$ cat config.mk
export PLATFORM = sky130hd
export DESIGN_NAME = carrega_matriz
export DESIGN_NICKNAME = d
export VERILOG_FILES = /design/src/rtl/carrega_matriz.sv
export SDC_FILE = /design/constraint.sdc
export NUM_CORES = 1
export LEC_CHECK = 0
export CORE_ASPECT_RATIO = 0.8
export CORE_UTILIZATION = 45
export CTS_CLUSTER_DIAMETER = 120
export DETAILED_ROUTE_END_ITERATION = 12
export DONT_BUFFER_PORTS = 1
export GPL_TIMING_DRIVEN = 0
export SLEW_MARGIN = 20
export SYNTH_ARGS = -nofsm -noshare
export SYNTH_HDL_FRONTEND = slang
export SYNTH_SLANG_ARGS = --single-unit
$ cat constraint.sdc
create_clock -name clk -period 5.2 [get_ports clk]
set_clock_uncertainty 0.15 [all_clocks]
set_input_delay 0.26 -clock clk [delete_from_list [all_inputs] [get_ports clk]]
set_output_delay 0.26 -clock clk [all_outputs]
set_load 0.05 [all_outputs]
$ cat src/rtl/carrega_matriz.sv
// carrega_matriz: serial loader for an N_ELEM-element signed matrix.
// Elements arrive one per valid/ready handshake, are collected in an internal
// buffer and published on matriz_A only when the last element is accepted.
// The matrix is then held until the downstream stage acknowledges it.
//
// Ports:
//   clk          - single clock, rising edge
//   reset        - synchronous, active-high reset
//   elem_in      - signed element from upstream (W bits)
//   elem_valid   - elem_in valid this cycle
//   elem_ready   - element accepted this cycle (combinational)
//   limpa        - abort a partially loaded matrix (ignored in HOLD)
//   matriz_A     - last complete matrix, element i at [i*W +: W]
//   matriz_valid - matriz_A holds a complete, unconsumed matrix
//   matriz_ack   - downstream has consumed matriz_A (ignored in LOAD)
//   satura_flag  - sticky: a -2^(W-1) element was clamped
//
// Optional feature: define CARREGA_MATRIZ_SATURA_EN to clamp -2^(W-1) to
// -2^(W-1)+1 before storing, so a later negation cannot overflow. Without it
// elements are stored unmodified and satura_flag stays 0.
module carrega_matriz #(
  parameter int unsigned N_ELEM = 25,
  parameter int unsigned W      = 8
) (
  input  logic                  clk,
  input  logic                  reset,
  input  logic signed [W-1:0]   elem_in,
  input  logic                  elem_valid,
  output logic                  elem_ready,
  input  logic                  limpa,
  output logic [N_ELEM*W-1:0]   matriz_A,
  output logic                  matriz_valid,
  input  logic                  matriz_ack,
  output logic                  satura_flag
);

  localparam int unsigned IDX_W = (N_ELEM > 1) ? $clog2(N_ELEM) : 1;
  localparam int unsigned MAT_W = N_ELEM * W;

`ifdef CARREGA_MATRIZ_SATURA_EN
  localparam logic [W-1:0] ELEM_MIN    = {1'b1, {(W-1){1'b0}}};
  localparam logic [W-1:0] ELEM_MIN_P1 = {1'b1, {(W-2){1'b0}}, 1'b1};
`endif

  typedef enum logic {
    LOAD = 1'b0,
    HOLD = 1'b1
  } state_t;

  state_t             state_q, state_d;
  logic [IDX_W-1:0]   idx_q, idx_d;
  logic [MAT_W-1:0]   buf_q, buf_d;
  logic [MAT_W-1:0]   mat_q, mat_d;
  logic               valid_q, valid_d;
  logic               satura_q, satura_d;
  logic [W-1:0]       elem_st;
  logic               sat_hit;

  // Ready is combinational so an upstream source sees it in the same cycle.
  assign elem_ready   = (state_q == LOAD) && !reset;
  assign matriz_A     = mat_q;
  assign matriz_valid = valid_q;
  assign satura_flag  = satura_q;

  // Element value as it will be stored (optionally clamped).
  always_comb begin
    elem_st = elem_in;
    sat_hit = 1'b0;
`ifdef CARREGA_MATRIZ_SATURA_EN
    if (elem_in == ELEM_MIN) begin
      elem_st = ELEM_MIN_P1;
      sat_hit = 1'b1;
    end
`endif
  end

  // Next-state and datapath update.
  always_comb begin
    state_d  = state_q;
    idx_d    = idx_q;
    buf_d    = buf_q;
    mat_d    = mat_q;
    valid_d  = valid_q;
    satura_d = satura_q;

    unique case (state_q)
      LOAD: begin
        // limpa wins over an element offered in the same cycle.
        if (limpa) begin
          idx_d = '0;
        end else if (elem_valid) begin
          for (int i = 0; i < int'(N_ELEM); i++) begin
            if (idx_q == IDX_W'(i)) begin
              buf_d[i*W +: W] = elem_st;
            end
          end
          satura_d = satura_q | sat_hit;
          if (idx_q == IDX_W'(N_ELEM - 1)) begin
            // Publish the buffer including the element accepted at this edge.
            mat_d   = buf_d;
            valid_d = 1'b1;
            idx_d   = '0;
            state_d = HOLD;
          end else begin
            idx_d = idx_q + IDX_W'(1);
          end
        end
      end
      HOLD: begin
        if (matriz_ack) begin
          valid_d = 1'b0;
          state_d = LOAD;
        end
      end
      default: state_d = LOAD;
    endcase
  end

  // State registers with synchronous reset.
  always_ff @(posedge clk) begin
    if (reset) begin
      state_q  <= LOAD;
      idx_q    <= '0;
      buf_q    <= '0;
      mat_q    <= '0;
      valid_q  <= 1'b0;
      satura_q <= 1'b0;
    end else begin
      state_q  <= state_d;
      idx_q    <= idx_d;
      buf_q    <= buf_d;
      mat_q    <= mat_d;
      valid_q  <= valid_d;
      satura_q <= satura_d;
    end
  end

endmodule
# Word level (Yosys, flattened, before mapping)
# Cells that the tools add are included.
totals:
  mem_bits_ro: 0
  latchBits: 0
  ram_bits: 0
  inputBits: 13
  reg_bits: 407
  wordCells: 82
  memories: 0
classes:
  n_reduce_logical: 8
  bitwise: 2
  n_mul: 0
  div: 0
  shifts: 0
  n_lt_le_gt_ge: 0
  muxes: 38
  eq_ne: 28
  addsub: 1
ops:
  columns: ["cell", "count"]
  rows:
  - ["$mux 8", 25]
  - ["$eq 5x5->1 const B", 9]
  - ["$eq 5x4->1 const B", 8]
  - ["$eq 5x3->1 const B", 4]
  - ["$mux 5", 3]
  - ["$eq 5x2->1 const B", 2]
  - ["$mux 1", 8]
  - ["$reduce_and 4->1", 2]
  - ["$ne 2x2->1 const B", 3]
  - ["$add 5x1->5 const B", 1]
  - ["$eq 5x1->1 const B", 1]
  - ["$logic_not 5->1", 1]
  - ["$pmux 1 s2", 2]
  - ["$reduce_and 3->1", 1]
  - ["$ne 2x1->1 const B", 1]
  - ["$not 1->1", 2]
  - ["$reduce_and 2->1", 1]
  - ["$reduce_bool 2->1", 1]
  - ["$logic_and 1x1->1", 1]
  - ["$logic_not 1->1", 1]

# Longest topological paths before layout
depth:
  depth_word: 5
  depth_mapped: 11
  depth_no_buf: 6

# Worst setup path before layout
# OpenSTA, ideal clock, no wires.
synth_timing:
  kind: "register to register"
  from: "reg idx_q[2]"
  to: "reg buf_q[120]"
  setup_slack_ns: 2.809
  required_ns: 4.922
  path_stages_with_launch: 12
  arrival_ns: 2.113
  synth_period_minus_slack_ns: 2.391
  path_cell_list: "dfxtp_1 -> buf_6 -> buf_6 -> buf_2 -> buf_2 -> and3_1 -> ha_1 -> buf_2 -> nor4bb_1 -> buf_2 -> mux2i_1 -> nor2_1"
synth_between:
  elab_chain_cells: 2
synth_rtl:
  columns: ["item", "line", "source"]
  rows:
  - ["from (decl)", "51", "logic [IDX_W-1:0] idx_q, idx_d;"]
  - ["from (signal assigned)", "130", "idx_q <= idx_d;"]
  - ["$eq 5x4->1", "93", "if (idx_q == IDX_W'(i)) begin"]
  - ["$mux 8", "93", null]
  - ["to (signal assigned)", "131", "buf_q <= buf_d;"]
  - ["to (decl)", "52", "logic [MAT_W-1:0] buf_q, buf_d;"]
# Every way passes these cells.
# A chain may end at the register's enable or synchronous reset.

# Worst setup path in the final report
layout_timing:
  from: "reg idx_q[2]"
  to: "reg buf_q[125]"
# Same word-level chain as after synthesis.

==> impl_results.md <==
* Status: finished, final reports clean
* Slew Limit Fails at 0
* Top FF cell, synth: dfxtp_1
* Core Rows at 62
* Sequential fraction of the synthesis area at 0.4806
* Clock Power Share at 0.463
* CTS sink cnt at 399
* Antenna diode count at 0
* CTS clk-pin slew, worst paths at 0.07 ns
* Detail Route Antenna Nets at 0
* Cells after Synth at 1978
* Synthesized area at 0.01662 sq mm
* Tcrit/Tclk final at 0.5571
* CP Max Fanout at 10
* First-pass GRT wire length at 85.97 mm
* Max_slew headroom at 0.2686
* Hpwl dp at 38.94 mm
* Largest net degree at the start of global routing at 14
* Cell-internal power at 4.741 mW
* Leak at 5.727 nW
* Setup Crit Path Kind: reg2reg
* DIE WIDTH at 216.9 um
* Cts bufs inserted at 42
* Drt pass-1 iters at 6
* CTS Root Cell: clkbuf_16
* Layout cell share with drive strength beyond 1 at 0.09056
* MaxCap Viol Count at 0
* # port buffers at 0
* Worst Setup Start Kind: flop
* Final core utilization at 0.5130
* Area grow syn2layout at 11.58%
* Nets@finish at 2044
* Routed wire length at 56.75 mm
* Required @ worst endpoint at 5.48 ns
* Comb pwr share at 0.047
* RSZ-0062 raised after global routing: no
* Vias in the first global route at 14380
* Initial antenna violation count at 2
* Switching Fraction at 0.2411
* Starting DRT DRC Count at 1492
* Worst Setup End Kind: flop
* Final worst path period need at 2.897 ns
* Core Footprint at 0.03615 sq mm
* Worst Max-Slew Pin Slew at 1.097 ns
* Power Density at 336.8 mW/mm^2
* Crit-path cells: buf_6, buf_6, buf_2, buf_2, and3_1, ha_1, buf_2, nor4bb_1, buf_2, mux2i_1, nor2_1
* Via/cell ratio at 6.088
* Global Route Usage Sum at 0.2927
* DR WL/cell at 22.40 um
* Most frequent CP cell: buf_2
* Final Wtd Congestion at 0.8375
* Post-synth top area cell: dfxtp_1
* Ys Warns at 0
* Post-synth EDFFs at 0
* Maximum clock path buffer count at 3
* CP arrival at 3.18 ns
* Die area at 0.03771 sq mm
* Worst skew pair latency at 0.56 ns
* Final Hold Fails at 0
* Slowest stage delay, CP at 0.37 ns
* Syn Nets at 1996
* Yosys top cell area share at 0.4806
* Final setup violation count at 0
* Worst hold path class: in2reg
* FILL cells at 3437
* Synth cell types at 41
* Hold Slack at 0.02078 ns
* Post-synth top cells: dfxtp_1 (399), a21oi_1 (358), nand3_1 (258)
* Area contributors post-synth: dfxtp_1 (48%), a21oi_1 (11%), nand3_1 (7.8%), o21ai_0 (6.7%), a311oi_1 (4.6%)
* Starting density of the core at 0.4597
* Die Height at 173.9 um
* Fmax at 345.2 MHz
* # H-tree levels at 2
* Drt drc at 0
* Yosys reg bits at 399
* Setup tns final at 0 ns
* Slowest-stage cell, CP: dfxtp_1
* Psw at 1.506 mW
* Seq pwr share at 0.490
* Most numerous cell in the Yosys netlist: dfxtp_1
* Remaining global-route overflow at 0
* Vias at 15430
* Synthesized area per cell at 8.402 sq um
* Final WS setup at 2.303 ns
* Dpl ws at 2.360 ns
* Worst vdd ir at 0.0002120 V
* Fraction of registers with async set/reset at 0
* CTS tree: yes
* # IOs at 216
routing by layer:
layer	track usage	routed length [um]	vias up	share of wire
met5	0.01538	91	-	0.0016
met4	0.08832	1409	4	0.025
met3	0.08976	5938	112	0.10
met2	0.4376	24520	627	0.43
met1	0.4016	24790	7502	0.44
li1	-	-	7182	-
logic make-up (layout without fill, tap and decap cells):
kind of cell | after synthesis | count (layout) | synth area share
muxes | 48 | 48 | 0.02891
DFF | 399 | 399 | 0.4806
buffers and inverters | 264 | 340 | 0.07739
other | 1 | 1 | 0.0002256
adders and majority gates | 5 | 5 | 0.003764
AOI/OAI and AO/OA | 714 | 714 | 0.2365
and+or+nand+nor | 547 | 547 | 0.1726
worst paths after layout:
check / start / to / slack [ns] / cells past startpoint
worst min register to register: buf_q[167] / matriz_A[167] / 0.32 / 2
worst max register to register: idx_q[2] / buf_q[125] / 2.30 / 11
worst min-delay path: limpa / buf_q[121] / 0.02 / 4
worst max-delay path: idx_q[2] / buf_q[125] / 2.30 / 11
through the flow:
step / instance area [sq um] / instances / power (mW)
floorplan: 16620 / 1978 / 3.299
global placement: 17220 / 2458 / 3.411
detailed placement: 17220 / 2458 / 3.411
CTS: 18540 / 2534 / 6.250
global route: 18540 / 2534 / 6.395
finish: 18540 / 2534 / 6.247
flip-flops by register name, indices dropped and copies added, names as in the netlist:
signal and cells:
matriz_valid 1, idx_q 5, matriz_A 200, buf_q 192, state_q 1
critical path: cells and delay by family (launching register included):
| family | cells | cell delay [ns] |
|---|---|---|
| adder cells (fa/ha/maj) | 1 | 0.13 |
| buffers and inverters | 6 | 1.40 |
| flip-flops | 1 | 0.37 |
| multiplexers | 1 | 0.23 |
| AND/OR/NAND/NOR | 3 | 0.48 |
power groups by stage:
stage               clock, mW  combinational (mW)  sequential (mW)
finish                   2.89               0.292             3.06
global placement            0               0.279             3.13
CTS                      2.90               0.283             3.06
floorplan                   0               0.168             3.13
detailed placement          0               0.279             3.13
global route             3.02               0.308             3.06
cells in the final DEF (no fill, tap or decap), types with 4 or more instances in the layout:
| master | instances |
|---|---|
| clkbuf_8 | 8 |
| buf_1 | 8 |
| a311oi_1 | 88 |
| o21ai_0 | 223 |
| nand2b_1 | 41 |
| buf_2 | 73 |
| a21oi_1 | 358 |
| o21ai_1 | 34 |
| clkbuf_1 | 153 |
| buf_6 | 21 |
| buf_4 | 6 |
| a211oi_1 | 8 |
| clkbuf_2 | 10 |
| ha_1 | 5 |
| and4b_1 | 7 |
| nor2_1 | 11 |
| dfxtp_1 | 399 |
| nand4b_1 | 8 |
| clkinv_2 | 8 |
| nor4bb_1 | 6 |
| mux2i_1 | 48 |
| nand3_1 | 258 |
| nand2_1 | 182 |
| clkbuf_16 | 43 |
| nand4bb_1 | 10 |
| dlygate4sd3_1 | 4 |
| and4bb_2 | 5 |
what timing repair did:
action / 4_1_cts / 5_1_grt
hold buffers: 4 / 0
setup buffers: 0 / 0
hold endpoints to repair: 7 / 0
gates resized for setup: 0 / 0
area by class of cell:
type	count	area, sq um	share of cell area
Tap cell	480	600.6	0.03239
Inverter	3	11.26	0.0006072
Sequential cell	399	7988	0.4307
Buffer	261	1275	0.06875
Timing Repair Buffer	4	40.04	0.002159
Multi-Input combinational cell	1315	7346	0.3961
Clock inverter	10	56.30	0.003036
Clock buffer	62	1227	0.06619
(Power assumes the default switching activity.)
